## src/rtl/control_sequencer.sv

```systemverilog
// control_sequencer: multi-cycle fetch/exec/jump sequencer driving datapath strobes.
// Strobes are Mealy outputs of the registered state and are forced low while rst is asserted.
module control_sequencer #(
  parameter int CNT_W = 16
) (
  input  logic             clk,
  input  logic             rst,
  input  logic             run,
  input  logic             mem_ready,
  input  logic             movea,
  input  logic             moveb,
  input  logic             movec,
  input  logic             add,
  input  logic             sub,
  input  logic             and1,
  input  logic             not1,
  input  logic             rsr,
  input  logic             rsl,
  input  logic             jmp,
  input  logic             jz,
  input  logic             jc,
  input  logic             in1,
  input  logic             out1,
  input  logic             nop,
  input  logic             halt,
  input  logic             flag_z,
  input  logic             flag_c,
  output logic             dec_en,
  output logic             pc_oe,
  output logic             mem_rd,
  output logic             ir_ld,
  output logic             pc_inc,
  output logic             pc_ld,
  output logic             rf_we,
  output logic             alu_oe,
  output logic [2:0]       alu_op,
  output logic             flag_we,
  output logic             io_in_oe,
  output logic             io_out_ld,
  output logic             halted,
  output logic             illegal,
  output logic [CNT_W-1:0] instr_count
);
  typedef enum logic [1:0] {S_FETCH, S_EXEC, S_JUMP, S_HALT} state_t;
  state_t state_q, state_d;
  logic taken_q, taken_d, retire;
  logic [CNT_W-1:0] cnt_q;
  logic is_move, is_alu, is_jump;
  assign is_move = movea | moveb | movec;
  assign is_alu  = add | sub | and1 | not1 | rsr | rsl;
  assign is_jump = jmp | jz | jc;
  always_comb begin
    state_d   = state_q;
    taken_d   = taken_q;
    retire    = 1'b0;
    dec_en    = 1'b0;
    pc_oe     = 1'b0;
    mem_rd    = 1'b0;
    ir_ld     = 1'b0;
    pc_inc    = 1'b0;
    pc_ld     = 1'b0;
    rf_we     = 1'b0;
    alu_oe    = 1'b0;
    alu_op    = 3'd0;
    flag_we   = 1'b0;
    io_in_oe  = 1'b0;
    io_out_ld = 1'b0;
    halted    = 1'b0;
    illegal   = 1'b0;
    if (rst) begin
      case (state_q)
        S_FETCH: begin
          pc_oe  = run;
          mem_rd = run;
          ir_ld  = run & mem_ready;
          pc_inc = run & mem_ready;
          state_d = (run & mem_ready) ? S_EXEC : S_FETCH;
        end
        S_EXEC: begin
          dec_en    = 1'b1;
          alu_oe    = is_move | is_alu;
          rf_we     = is_move | is_alu | in1;
          flag_we   = is_alu;
          io_in_oe  = in1;
          io_out_ld = out1;
          alu_op    = add ? 3'd0 : sub ? 3'd1 : and1 ? 3'd2 : not1 ? 3'd3 :
                      rsr ? 3'd4 : rsl ? 3'd5 : is_move ? 3'd6 : 3'd0;
          illegal   = ~(is_move | is_alu | is_jump | in1 | out1 | nop | halt);
          retire    = ~is_jump;
          taken_d   = is_jump ? (jmp | (jz & flag_z) | (jc & flag_c)) : taken_q;
          state_d   = is_jump ? S_JUMP : halt ? S_HALT : S_FETCH;
        end
        S_JUMP: begin
          pc_oe   = 1'b1;
          mem_rd  = 1'b1;
          pc_ld   = mem_ready & taken_q;
          pc_inc  = mem_ready & ~taken_q;
          retire  = mem_ready;
          state_d = mem_ready ? S_FETCH : S_JUMP;
        end
        default: halted = 1'b1;
      endcase
    end
  end
  always_ff @(posedge clk or negedge rst) begin
    if (!rst) begin
      state_q <= S_FETCH;
      taken_q <= 1'b0;
      cnt_q   <= '0;
    end else begin
      state_q <= state_d;
      taken_q <= taken_d;
      if (retire && !(&cnt_q)) cnt_q <= cnt_q + CNT_W'(1);
    end
  end
  assign instr_count = cnt_q;
endmodule

```

## config.mk

```make
export PLATFORM = sky130hd
export DESIGN_NAME = control_sequencer
export DESIGN_NICKNAME = d
export VERILOG_FILES = /design/src/rtl/control_sequencer.sv
export SDC_FILE = /design/constraint.sdc
export NUM_CORES = 1
export LEC_CHECK = 0
export BUFFER_PORTS_ARGS = -buffer_cell sky130_fd_sc_hd__buf_2
export CAP_MARGIN = 30
export CORE_MARGIN = 10
export CORE_UTILIZATION = 46
export DETAILED_ROUTE_END_ITERATION = 10
export GPL_TIMING_DRIVEN = 0
export PLACE_DENSITY = 0.85
export SLEW_MARGIN = 10
export SYNTH_ARGS = -nofsm -noshare
export SYNTH_HDL_FRONTEND = slang
export SYNTH_SLANG_ARGS = --single-unit
```

## constraint.sdc

```tcl
create_clock -name clk -period 2.6 [get_ports clk]
set_clock_uncertainty 0.2 [all_clocks]
set_input_delay 0.52 -clock clk [delete_from_list [all_inputs] [get_ports clk]]
set_output_delay 0.52 -clock clk [all_outputs]
set_load 0.01 [all_outputs]
```

Word-level counts from Yosys, hierarchy flattened

Cells that the tools add are included.

$add $sub $neg: 1
Mux-type cells: 40
Bitwise operators: 26
Reduce and logical (&&, ||, !) cells: 8
Equality and inequality tests: 2

Operators with widths:

| cell                                           | count |
|---|---|
| two-way mux 3 bit                              | 9 |
| two-way mux 1 bit                              | 24 |
| OR 1 bit                                       | 18 |
| adder 16 x 1 -> 16 bit (second input constant) | 1 |
| AND reduction 16 bit                           | 1 |
| two-way mux 2 bit                              | 3 |
| case mux 1 bit (2 select lines)                | 3 |
| case mux 2 bit (3 select lines)                | 1 |
| AND 1 bit                                      | 5 |
| inverter 1 bit                                 | 3 |
| AND reduction 3 bit                            | 1 |
| nonzero test 3 bit                             | 1 |
| OR reduction 3 bit                             | 1 |
| == test 2 x 1 -> 1 bit (second input constant) | 1 |
| == test 2 bit (second input constant)          | 1 |
| logical NOT 2 bit                              | 1 |
| AND reduction 2 bit                            | 1 |
| logical AND 1 bit                              | 1 |
| logical NOT 1 bit                              | 1 |

Flip-flop bits (word level): 19
Logic and storage cells: 80
Output and inout port bits: 32

Logic depth before layout (Yosys ltp)

Gate-level depths: netlist (run 1).

Word-level depth: 14
Mapped depth: 7
Mapped depth without buffers: 7

Worst setup path after synthesis (run 1)

Ideal clock, no wire load.

Path type: input port to output port
From: input moveb
To: output rf_we
Arrival time: 1.624 ns
Data required time: 1.880 ns
Slack: 0.256 ns
Cell stages on the path: 4
Cells stage by stage: or3_1 nor3_1 a21oi_1 or2_2

Cells in the longest elaborated chain, start to end: 6

Ends and longest elaborated chain:

| element               | line | text |
|---|---|---|
| start: declaration    | 11   | `input logic moveb,` |
| OR 1 bit (2 in a row) | 49   | `assign is_move = movea \| moveb \| movec;` |
| OR 1 bit (2 in a row) | 82   | `rf_we = is_move \| is_alu \| in1;` |
| two-way mux 1 bit     | 71   | `case (state_q)` |
| two-way mux 1 bit     | 70   | `if (rst) begin` |
| end: declaration      | 34   | `output logic rf_we,` |

Every way passes these cells.

Worst setup path after layout (run 1)

From: input not1
To: output illegal

Cells in the longest elaborated chain, start to end: 12

Ends and longest elaborated chain:

| element               | line | text |
|---|---|---|
| start: declaration    | 16   | `input logic not1,` |
| OR 1 bit (3 in a row) | 50   | `assign is_alu = add \| sub \| and1 \| not1 \| rsr \| rsl;` |
| OR 1 bit (6 in a row) | 88   | `illegal = ~(is_move \| is_alu \| is_jump \| in1 \| out1 \| nop \| halt);` |
| inverter 1 bit        | 88   |  |
| two-way mux 1 bit     | 71   |  |
| two-way mux 1 bit     | 70   |  |
| end: declaration      | 41   | `output logic illegal,` |

Every way passes these cells.

==> results of run 1 <==
-- cell usage in the layout (no fill, tap or decap), drive strengths merged --
cell	synthesis	routed
nor3	5	5
and4	3	3
a211oi	1	1
nor2	10	10
xor2	6	6
o22a	1	1
and2	1	1
nor2b	1	1
a21oi	6	6
o22ai	1	1
nand2	15	15
ha	5	5
xnor2	9	9
or3	2	2
inv	7	7
o21bai	1	1
nor4	4	4
clkbuf	0	3
clkinv	0	1
a221oi	1	1
a31o	1	1
dlygate4sd3	0	1
nand2b	1	1
dfrtp	19	19
and3	4	4
nand4	5	5
a2111oi	1	1
buf	2	56
o21ai	3	3
or2	1	1
a31oi	2	2
nand3	7	7
-- flip-flops by register name, summed over array words and instances (netlist names) --
| signal | count |
|---|---|
| state_q | 2 |
| taken_q | 1 |
| instr_count | 16 |
-- metal layers --
metal  up-vias  wire length (um)
met5         -                 0
met4         0                18
met3         3               396
met2        66              1411
met1       544              1415
li1        561                 -
-- power groups by stage --
stage	logic [mW]	clock network (mW)	registers, mW
after floorplan	0.213	0	0.382
after global placement	0.334	0	0.377
after detailed placement	0.351	0	0.382
after CTS	0.356	0.152	0.376
after global routing	0.404	0.166	0.383
final	0.358	0.147	0.376
-- layout make-up --
class | count | area, sq um | area share (%)
Tap cell | 30 | 37.54 | 2.447
Clock buffer | 3 | 22.52 | 1.468
Timing Repair Buffer | 55 | 292.8 | 19.09
Clock inverter | 1 | 5.005 | 0.3263
Sequential cell | 19 | 475.5 | 31.00
Buffer | 2 | 12.51 | 0.8157
Multi-Input combinational cell | 97 | 661.9 | 43.15
Inverter | 7 | 26.28 | 1.713
-- critical path, stage by stage --
cell and delay (ns):
sky130_fd_sc_hd__buf_2 0.11, sky130_fd_sc_hd__nor4_1 0.55, sky130_fd_sc_hd__nand2_1 0.17, sky130_fd_sc_hd__nor4_1 0.28
sky130_fd_sc_hd__buf_2 0.18
-- kinds of logic after synthesis --
| family | after synthesis | synth area share, % |
|---|---|---|
| and+or+nand+nor | 59 | 26.93 |
| DFF | 19 | 40.77 |
| AOI/OAI and AO/OA | 18 | 12.34 |
| xor gates and xnor gates | 15 | 11.27 |
| buffers and inverters | 9 | 3.326 |
| adders and majority gates | 5 | 5.365 |
-- stage by stage --
stage | util, % | setup slack, ns | instances
after global routing | 62.49 | 0.01847 | 214
final | 62.49 | 0.07468 | 214
after global placement | 59.84 | 0.01945 | 208
after detailed placement | 59.84 | -0.03512 | 208
after CTS | 61.57 | 0.01302 | 213
after floorplan | - | 0.2556 | 125
-- how the worst max path moves through the flow --
| stage | endpoint | cells past startpoint | slack (ns) | startpoint |
|---|---|---|---|---|
| final | illegal | 5 | 0.07 | not1 |
| after global routing | illegal | 7 | 0.02 | state_q[1] |
| after CTS | rf_we | 6 | 0.01 | moveb |
| after detailed placement | illegal | 6 | -0.04 | rst |
| after global placement | illegal | 6 | 0.02 | rst |
| after floorplan | rf_we | 4 | 0.26 | moveb |
-- what timing repair did --
action / in CTS / in global routing
endpoints found under the hold margin: 19 / 0
setup buffers: 0 / 0
hold buffers: 1 / 0
endpoints found under the setup margin: 1 / 2
pin swaps: 0 / 0
gates resized for setup: 2 / 3
cloned: 0 / 0
==> impl_metrics.xml, run 1 <==
<?xml version="1.0" encoding="UTF-8"?>
<metrics>
  <group name="global_route">
    <metric name="globalRouteOverflowTotal" unit="">0</metric>
    <metric name="grt_pass1_vias" unit="">1178</metric>
    <metric name="grt_most_used_layer" unit="">met2</metric>
    <metric name="pin_count_of_the_biggest_net_entering_global_routing" unit="">20</metric>
    <metric name="groute.usage.overall" unit="%">12.03</metric>
    <metric name="gr-usage-met2" unit="%">19.36</metric>
    <metric name="grt_antenna_before_repair" unit="">0</metric>
    <metric name="globalRouteMet1Util" unit="%">14.51</metric>
    <metric name="grt_use_met3" unit="%">5.226</metric>
    <metric name="global_route_wire_length_before_repair" unit="um">5230</metric>
  </group>
  <group name="routing">
    <metric name="wl" unit="um">3241</metric>
    <metric name="drtIter0Drc" unit="">66</metric>
    <metric name="drtAntennaViolNets" unit="">0</metric>
    <metric name="detail_route.vias_per_cell" unit="">5.486</metric>
    <metric name="number_of_remaining_drc_errors" unit="">0</metric>
    <metric name="detail_route.first_pass.iterations" unit="">4</metric>
    <metric name="num_vias" unit="">1174</metric>
    <metric name="routed_wire_length_per_instance" unit="um">15.14</metric>
  </group>
  <group name="placed_design">
    <metric name="port_buffers" unit="">53</metric>
    <metric name="dp_hpwl" unit="um">2556</metric>
    <metric name="gpl.final_weighted_congestion" unit="">0.8732</metric>
    <metric name="dpl-instance-area" unit="sq mm">0.001469</metric>
  </group>
  <group name="cells_and_area">
    <metric name="design.final.nets" unit="">212</metric>
    <metric name="layout.filler_cells" unit="">220</metric>
    <metric name="post_route_cells_drive_above_1_share" unit="%">38.04</metric>
    <metric name="area.growth.synth_to_final" unit="%">31.55</metric>
    <metric name="finish.instance_area" unit="sq mm">0.001534</metric>
    <metric name="antennaDiodeCount" unit="">0</metric>
  </group>
  <group name="setup_path">
    <metric name="worstPathArrival" unit="ns">1.81</metric>
    <metric name="critical_path.startpoint_type" unit="">primary input</metric>
    <metric name="r2r-end" unit="">instr_count[12]</metric>
    <metric name="reg2reg_setup_slack" unit="ns">0.37</metric>
    <metric name="critical_path_required" unit="ns">1.88</metric>
    <metric name="criticalPathCategory" unit="">primary input to output port</metric>
    <metric name="crit-reg2reg-launch" unit="">state_q[1]</metric>
    <metric name="worstPathMaxFanout" unit="">3</metric>
    <metric name="worstRegToRegCells" unit="">7</metric>
    <metric name="worst_setup_path_end_kind" unit="">output port</metric>
  </group>
  <group name="synth">
    <metric name="asyncSetResetFlopFracSynth" unit="%">100.0</metric>
    <metric name="synth.avg_cell_area" unit="sq um">9.329</metric>
    <metric name="synth_cells" unit="">125</metric>
    <metric name="mappedNetlistNets" unit="">152</metric>
    <metric name="synth_cell_types" unit="">32</metric>
    <metric name="post-synth-top-area-fraction" unit="%">40.77</metric>
    <metric name="post_synth_most_frequent_cells" unit="">sky130_fd_sc_hd__dfrtp_1, sky130_fd_sc_hd__nand2_1, sky130_fd_sc_hd__nor2_1</metric>
    <metric name="synth_enable_flop_cells" unit="">0</metric>
    <metric name="synth-seq-cells" unit="">19</metric>
    <metric name="synthTopCellsByArea" unit="">sky130_fd_sc_hd__dfrtp_1, sky130_fd_sc_hd__xnor2_1, sky130_fd_sc_hd__ha_1</metric>
    <metric name="ys_seq_area_share" unit="%">40.77</metric>
    <metric name="mappedNetlistArea" unit="sq mm">0.001166</metric>
    <metric name="most_instantiated_library_cell_after_synthesis" unit="">sky130_fd_sc_hd__dfrtp_1</metric>
    <metric name="ys_dominant_reg_cell" unit="">sky130_fd_sc_hd__dfrtp_1</metric>
    <metric name="ys_warn_count" unit="">0</metric>
    <metric name="netlist.top_cell.by_area" unit="">sky130_fd_sc_hd__dfrtp_1</metric>
  </group>
  <group name="power">
    <metric name="power_per_standard_cell_area" unit="mW/mm^2">574.4</metric>
    <metric name="comb_power_share" unit="%">40.7</metric>
    <metric name="p_total" unit="mW">0.8811</metric>
    <metric name="max-vdd-ir-drop" unit="mV">0.4341</metric>
    <metric name="total_switching_power" unit="mW">0.3368</metric>
    <metric name="power_leakage" unit="nW">0.8362</metric>
    <metric name="switching_share_of_power" unit="%">38.23</metric>
    <metric name="share_clk_of_total_power" unit="%">16.7</metric>
    <metric name="sequential_share_of_power" unit="%">42.7</metric>
    <metric name="internal_power" unit="mW">0.5442</metric>
  </group>
  <group name="clock_tree">
    <metric name="clock_insertion_delay_at_the_later_pin_of_the_skew_report" unit="ns">0.30</metric>
    <metric name="cts_tree" unit="">done</metric>
    <metric name="max-clock-path-buffers" unit="">2</metric>
    <metric name="clock-root-buffer" unit="">sky130_fd_sc_hd__clkbuf_4</metric>
    <metric name="cts_sinks" unit="">19</metric>
    <metric name="cts-buffers-inserted" unit="">3</metric>
    <metric name="clk_pin_slew_worst_paths" unit="ns">0.10</metric>
    <metric name="maximum_level_of_the_cts_h_tree" unit="">1</metric>
  </group>
  <group name="sta">
    <metric name="finalWorstPathRequiredPeriod" unit="ns">2.525</metric>
    <metric name="setup_repair_after_global_routing_missed_its_margin" unit="">no</metric>
    <metric name="timing.fmax" unit="GHz">0.3960</metric>
    <metric name="finalHoldViolCount" unit="">0</metric>
    <metric name="fin_crit_sh" unit="%">97.13</metric>
    <metric name="worst_slew_pin_tran" unit="ns">0.5864</metric>
    <metric name="drv_slew" unit="">0</metric>
    <metric name="hold-worst-slack" unit="ns">0.2927</metric>
    <metric name="worst_slew_margin_rel" unit="%">60.55</metric>
    <metric name="finalSetupViolations" unit="">0</metric>
    <metric name="tns" unit="ns">0</metric>
  </group>
  <group name="die">
    <metric name="ios" unit="">54</metric>
    <metric name="die-width" unit="um">70.35</metric>
    <metric name="floorplan.die.height" unit="um">70.35</metric>
    <metric name="row_count" unit="">18</metric>
    <metric name="initial_core_util" unit="%">47.50</metric>
    <metric name="fp.dieArea" unit="sq mm">0.004949</metric>
    <metric name="floorplan.core_area" unit="sq mm">0.002455</metric>
  </group>
  <group name="hold_path">
    <metric name="min-delay-path-class" unit="">flip-flop to flip-flop</metric>
    <metric name="hold-path-cell-count" unit="">1</metric>
    <metric name="min_from" unit="">instr_count[14]</metric>
    <metric name="hold_path_end" unit="">instr_count[14]</metric>
  </group>
  <group name="run">
    <metric name="max_cap_violations" unit="">0</metric>
  </group>
  <group name="status">
    <metric name="status" unit="">complete, no violations</metric>
  </group>
</metrics>
Power figures use the tool's default switching activity.
==> inputs of run 2 (changes only) <==
--- a/config.mk
+++ b/config.mk
@@ -7,8 +7,10 @@
 export LEC_CHECK = 0
 export BUFFER_PORTS_ARGS = -buffer_cell sky130_fd_sc_hd__buf_2
 export CAP_MARGIN = 30
+export CELL_PAD_IN_SITES_DETAIL_PLACEMENT = 1
+export CELL_PAD_IN_SITES_GLOBAL_PLACEMENT = 2
 export CORE_MARGIN = 10
-export CORE_UTILIZATION = 46
+export CORE_UTILIZATION = 26
 export DETAILED_ROUTE_END_ITERATION = 10
 export GPL_TIMING_DRIVEN = 0
 export PLACE_DENSITY = 0.85
==> impl_metrics.xml, run 2 (synthesis results as in run 1) <==
<?xml version="1.0" encoding="UTF-8"?>
<metrics>
  <group name="cells_and_area">
    <metric name="design.final.nets" unit="">212</metric>
    <metric name="antennaDiodeCount" unit="">0</metric>
    <metric name="final_cells" unit="">236</metric>
    <metric name="layout.filler_cells" unit="">546</metric>
    <metric name="layout_common_cells" unit="">sky130_fd_sc_hd__buf_2, sky130_fd_sc_hd__dfrtp_1, sky130_fd_sc_hd__nand2_1</metric>
    <metric name="largest_register_ff_count" unit="">16</metric>
    <metric name="area.growth.synth_to_final" unit="%">35.09</metric>
    <metric name="layout_commonest_cell" unit="">sky130_fd_sc_hd__buf_2</metric>
    <metric name="post_route_cells_drive_above_1_share" unit="%">37.50</metric>
  </group>
  <group name="routing">
    <metric name="number_of_remaining_drc_errors" unit="">0</metric>
    <metric name="num_vias" unit="">1140</metric>
    <metric name="detail_route.vias_per_cell" unit="">4.831</metric>
    <metric name="detail_route.first_pass.iterations" unit="">4</metric>
    <metric name="routed_wire_length_per_instance" unit="um">14.86</metric>
    <metric name="drtIter0Drc" unit="">17</metric>
    <metric name="drtAntennaViolNets" unit="">0</metric>
    <metric name="wl" unit="um">3508</metric>
  </group>
  <group name="clock_tree">
    <metric name="cts_sinks" unit="">19</metric>
    <metric name="clk_pin_slew_worst_paths" unit="ns">0.07</metric>
    <metric name="clock-root-buffer" unit="">sky130_fd_sc_hd__clkbuf_8</metric>
    <metric name="clock_insertion_delay_at_the_later_pin_of_the_skew_report" unit="ns">0.25</metric>
    <metric name="maximum_level_of_the_cts_h_tree" unit="">1</metric>
    <metric name="cts-buffers-inserted" unit="">3</metric>
    <metric name="cts_setup_buffers" unit="">0</metric>
    <metric name="max-clock-path-buffers" unit="">2</metric>
    <metric name="cts_tree" unit="">done</metric>
  </group>
  <group name="setup_path">
    <metric name="crit-reg2reg-launch" unit="">state_q[0]</metric>
    <metric name="critical_path.startpoint_type" unit="">primary input</metric>
    <metric name="worstPathMaxFanout" unit="">3</metric>
    <metric name="critical_path_required" unit="ns">1.88</metric>
    <metric name="worstPathArrival" unit="ns">1.79</metric>
    <metric name="critical_path.startpoint" unit="">moveb</metric>
    <metric name="criticalPathCategory" unit="">primary input to output port</metric>
    <metric name="worst_setup_path_end_kind" unit="">output port</metric>
  </group>
  <group name="global_route">
    <metric name="globalRouteOverflowTotal" unit="">0</metric>
    <metric name="groute.usage.overall" unit="%">9.406</metric>
    <metric name="grt_antenna_before_repair" unit="">0</metric>
    <metric name="pin_count_of_the_biggest_net_entering_global_routing" unit="">20</metric>
    <metric name="global_route_wire_length_before_repair" unit="um">5920</metric>
    <metric name="grt_pass1_vias" unit="">1280</metric>
  </group>
  <group name="die">
    <metric name="initial_core_util" unit="%">26.78</metric>
    <metric name="fp.dieArea" unit="sq mm">0.007564</metric>
    <metric name="die-width" unit="um">86.97</metric>
    <metric name="row_count" unit="">24</metric>
    <metric name="floorplan.die.height" unit="um">86.97</metric>
    <metric name="floorplan.core_area" unit="sq mm">0.004354</metric>
    <metric name="ios" unit="">54</metric>
  </group>
  <group name="placed_design">
    <metric name="port_buffers" unit="">53</metric>
    <metric name="dp_hpwl" unit="um">2818</metric>
    <metric name="placed_cells_incl_taps" unit="">230</metric>
    <metric name="gpl.final_weighted_congestion" unit="">0.8534</metric>
  </group>
  <group name="sta">
    <metric name="finalHoldViolCount" unit="">0</metric>
    <metric name="worst_slew_pin_tran" unit="ns">0.4750</metric>
    <metric name="worst_slew_margin_rel" unit="%">68.27</metric>
    <metric name="finalWorstPathRequiredPeriod" unit="ns">2.513</metric>
    <metric name="finalSetupViolations" unit="">0</metric>
    <metric name="hold-worst-slack" unit="ns">0.2972</metric>
    <metric name="fin_crit_sh" unit="%">96.66</metric>
    <metric name="drv_slew" unit="">0</metric>
    <metric name="timing.fmax" unit="GHz">0.3979</metric>
    <metric name="setup_repair_after_global_routing_missed_its_margin" unit="">no</metric>
  </group>
  <group name="hold_path">
    <metric name="min-delay-path-class" unit="">flip-flop to flip-flop</metric>
    <metric name="min_from" unit="">instr_count[14]</metric>
  </group>
  <group name="run">
    <metric name="max_cap_violations" unit="">0</metric>
  </group>
  <group name="power">
    <metric name="p_total" unit="mW">0.9419</metric>
    <metric name="max-vdd-ir-drop" unit="mV">0.2791</metric>
    <metric name="power_leakage" unit="nW">0.8399</metric>
    <metric name="power_per_standard_cell_area" unit="mW/mm^2">597.9</metric>
  </group>
  <group name="status">
    <metric name="status" unit="">complete, no violations</metric>
  </group>
</metrics>
## run 2: cell count changes in the layout (fill, tap and decap cells not counted), sizes merged
cell	change
clkbuf	+1
clkinv	-1
## run 2: worst max-delay path, cell delays in order
cell and delay (ns):
sky130_fd_sc_hd__buf_2 0.09, sky130_fd_sc_hd__or3_1 0.40, sky130_fd_sc_hd__nor3_2 0.22, sky130_fd_sc_hd__a21oi_1 0.12, sky130_fd_sc_hd__or2_2 0.29, sky130_fd_sc_hd__buf_2 0.14
## run 2: what timing repair did
action / in CTS / in global routing
setup endpoints to repair: 2 / 1
hold buffers: 1 / 0
resized for setup: 2 / 3
hold endpoints to repair: 19 / 0
## run 2: metal layers
layer / share of wire [%] / track usage [%]
met1: 46 / 11.59
met2: 43 / 14.59
met4: 0.37 / 2.651
met5: 0 / 0
met3: 11 / 3.933
## run 2: cell type report
class | instances | area (sq um) | share of cell area [%]
sequential | 19 | 475.5 | 30.18
clock buffer | 4 | 45.04 | 2.859
inverter | 7 | 26.28 | 1.668
buffer | 2 | 12.51 | 0.7943
timing repair buffer | 55 | 289.0 | 18.35
multi-input combinational | 97 | 661.9 | 42.02
tap | 52 | 65.06 | 4.130
## run 2: path summary, 6_finish.rpt
kind	end	slack, ns	cells past startpoint
worst max-delay path	rf_we	0.09	6
worst min register to register	instr_count[14]	0.30	1
worst min-delay path	instr_count[14]	0.30	1
max in group asynchronous	instr_count[2]	1.14	3
min in group asynchronous	instr_count[7]	0.62	2
worst max register to register	instr_count[12]	0.41	7
## run 2: per-stage QoR
| step | cell area, sq um | setup slack, ns | TNS, ns | utilization [%] |
|---|---|---|---|---|
| after detailed placement | 1496 | -0.08027 | -0.1712 | 34.37 |
| after CTS | 1559 | 0.05989 | 0 | 35.80 |
| after global placement | 1496 | -0.07090 | -0.09675 | 34.37 |
| after global routing | 1575 | 0.005594 | 0 | 36.18 |
| final | 1575 | 0.08681 | 0 | 36.18 |
| after floorplan | 1166 | 0.2556 | 0 | - |
## run 2: where the power goes
| group | leakage [nW] | switching, mW | total [mW] | internal [mW] |
|---|---|---|---|---|
| registers | 0.257 | 0.0484 | 0.382 | 0.333 |
| clock network | 0.0228 | 0.100 | 0.209 | 0.109 |
| logic | 0.561 | 0.199 | 0.351 | 0.152 |
==> inputs of run 3 (changes only) <==
--- a/config.mk
+++ b/config.mk
@@ -5,15 +5,16 @@
 export SDC_FILE = /design/constraint.sdc
 export NUM_CORES = 1
 export LEC_CHECK = 0
-export BUFFER_PORTS_ARGS = -buffer_cell sky130_fd_sc_hd__buf_2
 export CAP_MARGIN = 30
 export CELL_PAD_IN_SITES_DETAIL_PLACEMENT = 1
 export CELL_PAD_IN_SITES_GLOBAL_PLACEMENT = 2
 export CORE_MARGIN = 10
-export CORE_UTILIZATION = 26
+export CORE_UTILIZATION = 34
 export DETAILED_ROUTE_END_ITERATION = 10
+export DONT_BUFFER_PORTS = 1
 export GPL_TIMING_DRIVEN = 0
-export PLACE_DENSITY = 0.85
+export PLACE_DENSITY = 0.82
+export RECOVER_POWER = 50
 export SLEW_MARGIN = 10
 export SYNTH_ARGS = -nofsm -noshare
 export SYNTH_HDL_FRONTEND = slang
==> impl_metrics.xml, run 3 (synthesis results as in run 1) <==
<?xml version="1.0" encoding="UTF-8"?>
<metrics>
  <group name="setup_path">
    <metric name="reg2reg_setup_slack" unit="ns">0.29</metric>
    <metric name="critical_path_depth" unit="">6</metric>
    <metric name="worst_setup_path_end_kind" unit="">output port</metric>
    <metric name="worstRegToRegCells" unit="">7</metric>
    <metric name="max_stage_delay" unit="ns">0.43</metric>
    <metric name="crit-reg2reg-launch" unit="">state_q[0]</metric>
    <metric name="worstPathArrival" unit="ns">1.70</metric>
    <metric name="crit_chain" unit="">inv_1 -&gt; ha_4 -&gt; nand2_2 -&gt; inv_2 -&gt; nand2_1 -&gt; nor4_4</metric>
    <metric name="critical_path_required" unit="ns">1.88</metric>
    <metric name="critical_path.n_buffers_inverters" unit="">2</metric>
    <metric name="critical_path.startpoint" unit="">state_q[1]</metric>
    <metric name="cpMaxStageDelayCell" unit="">sky130_fd_sc_hd__dfrtp_1</metric>
    <metric name="criticalPathCategory" unit="">flip-flop to output port</metric>
    <metric name="critical_path.startpoint_type" unit="">flip-flop</metric>
    <metric name="worstPathMaxFanout" unit="">6</metric>
    <metric name="worst_setup_path_endpoint" unit="">illegal</metric>
    <metric name="r2r-end" unit="">instr_count[12]</metric>
    <metric name="critical-path-top-delay-family" unit="">simple AND/OR/NAND/NOR gates</metric>
  </group>
  <group name="run">
    <metric name="max_cap_violations" unit="">0</metric>
  </group>
  <group name="sta">
    <metric name="finalHoldViolCount" unit="">0</metric>
    <metric name="finalSetupViolations" unit="">0</metric>
    <metric name="timing.fmax" unit="GHz">0.4124</metric>
    <metric name="finalWorstPathRequiredPeriod" unit="ns">2.425</metric>
    <metric name="drv_slew" unit="">0</metric>
    <metric name="setup_repair_after_global_routing_missed_its_margin" unit="">no</metric>
    <metric name="worst_slew_pin_tran" unit="ns">0.5848</metric>
    <metric name="hold-worst-slack" unit="ns">0.2611</metric>
    <metric name="tns" unit="ns">0</metric>
    <metric name="fin_crit_sh" unit="%">93.26</metric>
    <metric name="worst_slew_margin_rel" unit="%">61.01</metric>
  </group>
  <group name="routing">
    <metric name="drtAntennaViolNets" unit="">0</metric>
    <metric name="detail_route.first_pass.iterations" unit="">4</metric>
    <metric name="routed_wire_length_per_instance" unit="um">18.46</metric>
    <metric name="num_vias" unit="">949</metric>
    <metric name="detail_route.vias_per_cell" unit="">5.362</metric>
    <metric name="wl" unit="um">3267</metric>
    <metric name="drtIter0Drc" unit="">52</metric>
    <metric name="number_of_remaining_drc_errors" unit="">0</metric>
  </group>
  <group name="hold_path">
    <metric name="min-delay-path-class" unit="">primary input to flip-flop</metric>
  </group>
  <group name="global_route">
    <metric name="grt_antenna_before_repair" unit="">0</metric>
    <metric name="grt_pass1_vias" unit="">1065</metric>
    <metric name="globalRouteOverflowTotal" unit="">0</metric>
    <metric name="pin_count_of_the_biggest_net_entering_global_routing" unit="">20</metric>
    <metric name="global_route_wire_length_before_repair" unit="um">5292</metric>
    <metric name="groute.usage.overall" unit="%">10.12</metric>
  </group>
  <group name="die">
    <metric name="ios" unit="">54</metric>
    <metric name="floorplan.core_area" unit="sq mm">0.003337</metric>
    <metric name="initial_core_util" unit="%">34.95</metric>
    <metric name="die-width" unit="um">78.57</metric>
    <metric name="fp.dieArea" unit="sq mm">0.006172</metric>
    <metric name="row_count" unit="">21</metric>
    <metric name="floorplan.die.height" unit="um">78.57</metric>
  </group>
  <group name="clock_tree">
    <metric name="cts-buffers-inserted" unit="">3</metric>
    <metric name="clock_insertion_delay_at_the_later_pin_of_the_skew_report" unit="ns">0.29</metric>
    <metric name="cts_sinks" unit="">19</metric>
    <metric name="maximum_level_of_the_cts_h_tree" unit="">1</metric>
    <metric name="cts_tree" unit="">done</metric>
    <metric name="clk_pin_slew_worst_paths" unit="ns">0.11</metric>
    <metric name="clock-root-buffer" unit="">sky130_fd_sc_hd__clkbuf_4</metric>
    <metric name="max-clock-path-buffers" unit="">2</metric>
  </group>
  <group name="cells_and_area">
    <metric name="design.final.nets" unit="">159</metric>
    <metric name="largest_register_ff_count" unit="">16</metric>
    <metric name="final_util" unit="%">38.92</metric>
    <metric name="antennaDiodeCount" unit="">0</metric>
    <metric name="post_route_cells_drive_above_1_share" unit="%">12.21</metric>
    <metric name="multiInputGateArea" unit="sq um">686.9</metric>
    <metric name="layout_commonest_cell" unit="">sky130_fd_sc_hd__dfrtp_1</metric>
    <metric name="register_area" unit="sq um">475.5</metric>
    <metric name="layout_common_cells" unit="">sky130_fd_sc_hd__dfrtp_1, sky130_fd_sc_hd__nand2_1, sky130_fd_sc_hd__nor2_1</metric>
    <metric name="area.growth.synth_to_final" unit="%">11.37</metric>
    <metric name="layout.filler_cells" unit="">397</metric>
  </group>
  <group name="power">
    <metric name="power_per_standard_cell_area" unit="mW/mm^2">635.6</metric>
    <metric name="max-vdd-ir-drop" unit="mV">0.4238</metric>
    <metric name="power_leakage" unit="nW">0.5809</metric>
  </group>
  <group name="status">
    <metric name="status" unit="">complete, no violations</metric>
  </group>
  <group name="placed_design">
    <metric name="dp_hpwl" unit="um">2655</metric>
    <metric name="port_buffers" unit="">0</metric>
    <metric name="gpl.final_weighted_congestion" unit="">0.7586</metric>
  </group>
</metrics>
## run 3: cell count changes in the layout (fill, tap and decap cells not counted)
cell | previous run | this run
sky130_fd_sc_hd__buf_2 | 53 | 1
sky130_fd_sc_hd__clkbuf_4 | 0 | 3
sky130_fd_sc_hd__clkbuf_8 | 3 | 0
sky130_fd_sc_hd__buf_4 | 2 | 1
sky130_fd_sc_hd__buf_6 | 1 | 0
sky130_fd_sc_hd__clkbuf_1 | 1 | 2
sky130_fd_sc_hd__ha_2 | 1 | 0
sky130_fd_sc_hd__ha_4 | 0 | 1
sky130_fd_sc_hd__nor4_1 | 3 | 2
sky130_fd_sc_hd__nor4_4 | 1 | 2
## run 3: worst min path at each step
stage | start | endpoint | slack (ns) | cells after the start
after floorplan | rst | instr_count[0] | 0.02 | 0
after global routing | jmp | taken_q | 0.26 | 2
after global placement | rst | taken_q | 0.03 | 0
after detailed placement | rst | state_q[1] | 0.03 | 0
final | rst | state_q[0] | 0.26 | 2
after CTS | rst | state_q[0] | 0.26 | 2
## run 3: where the power goes
group          switching [mW]  total (mW)  leakage [nW]  internal, mW
sequential             0.0603       0.393         0.257         0.333
combinational           0.174       0.283         0.309         0.110
clock                  0.0891       0.149        0.0150        0.0596
total                   0.323       0.825         0.581         0.502
## run 3: routing by layer
metal | vias up | part of all wire (%) | track usage [%]
met5 | - | 0 | 0
met4 | 0 | 0.43 | 1.075
met3 | 2 | 14 | 5.581
met2 | 37 | 48 | 17.43
met1 | 454 | 37 | 11.02
li1 | 456 | - | -
## run 3: timing repair
action                                  4_1_cts  5_1_grt
gates resized for setup                       3        4
pin swaps                                     0        1
hold endpoints to repair                     19        0
endpoints found under the setup margin        1        3
hold buffers                                  1        0
buffers inserted                              0        0
## run 3: layout make-up
type / instances / share of cell area [%]
Multi-Input combinational cell: 97 / 52.89
Clock buffer: 4 / 2.023
Timing Repair Buffer: 2 / 1.060
Buffer: 2 / 0.9634
Sequential cell: 19 / 36.61
Inverter: 7 / 2.023
Tap cell: 46 / 4.432
## run 3: stage by stage
step                setup slack, ns  instances  cell area (sq um)  total power [mW]
floorplan                    0.2556        125               1166            0.5949
global placement            0.06047        171               1224            0.6494
detailed placement          0.02801        171               1224            0.6616
CTS                         0.01480        176               1275            0.8196
global route                0.02281        177               1299            0.8980
finish                       0.1751        177               1299            0.8254
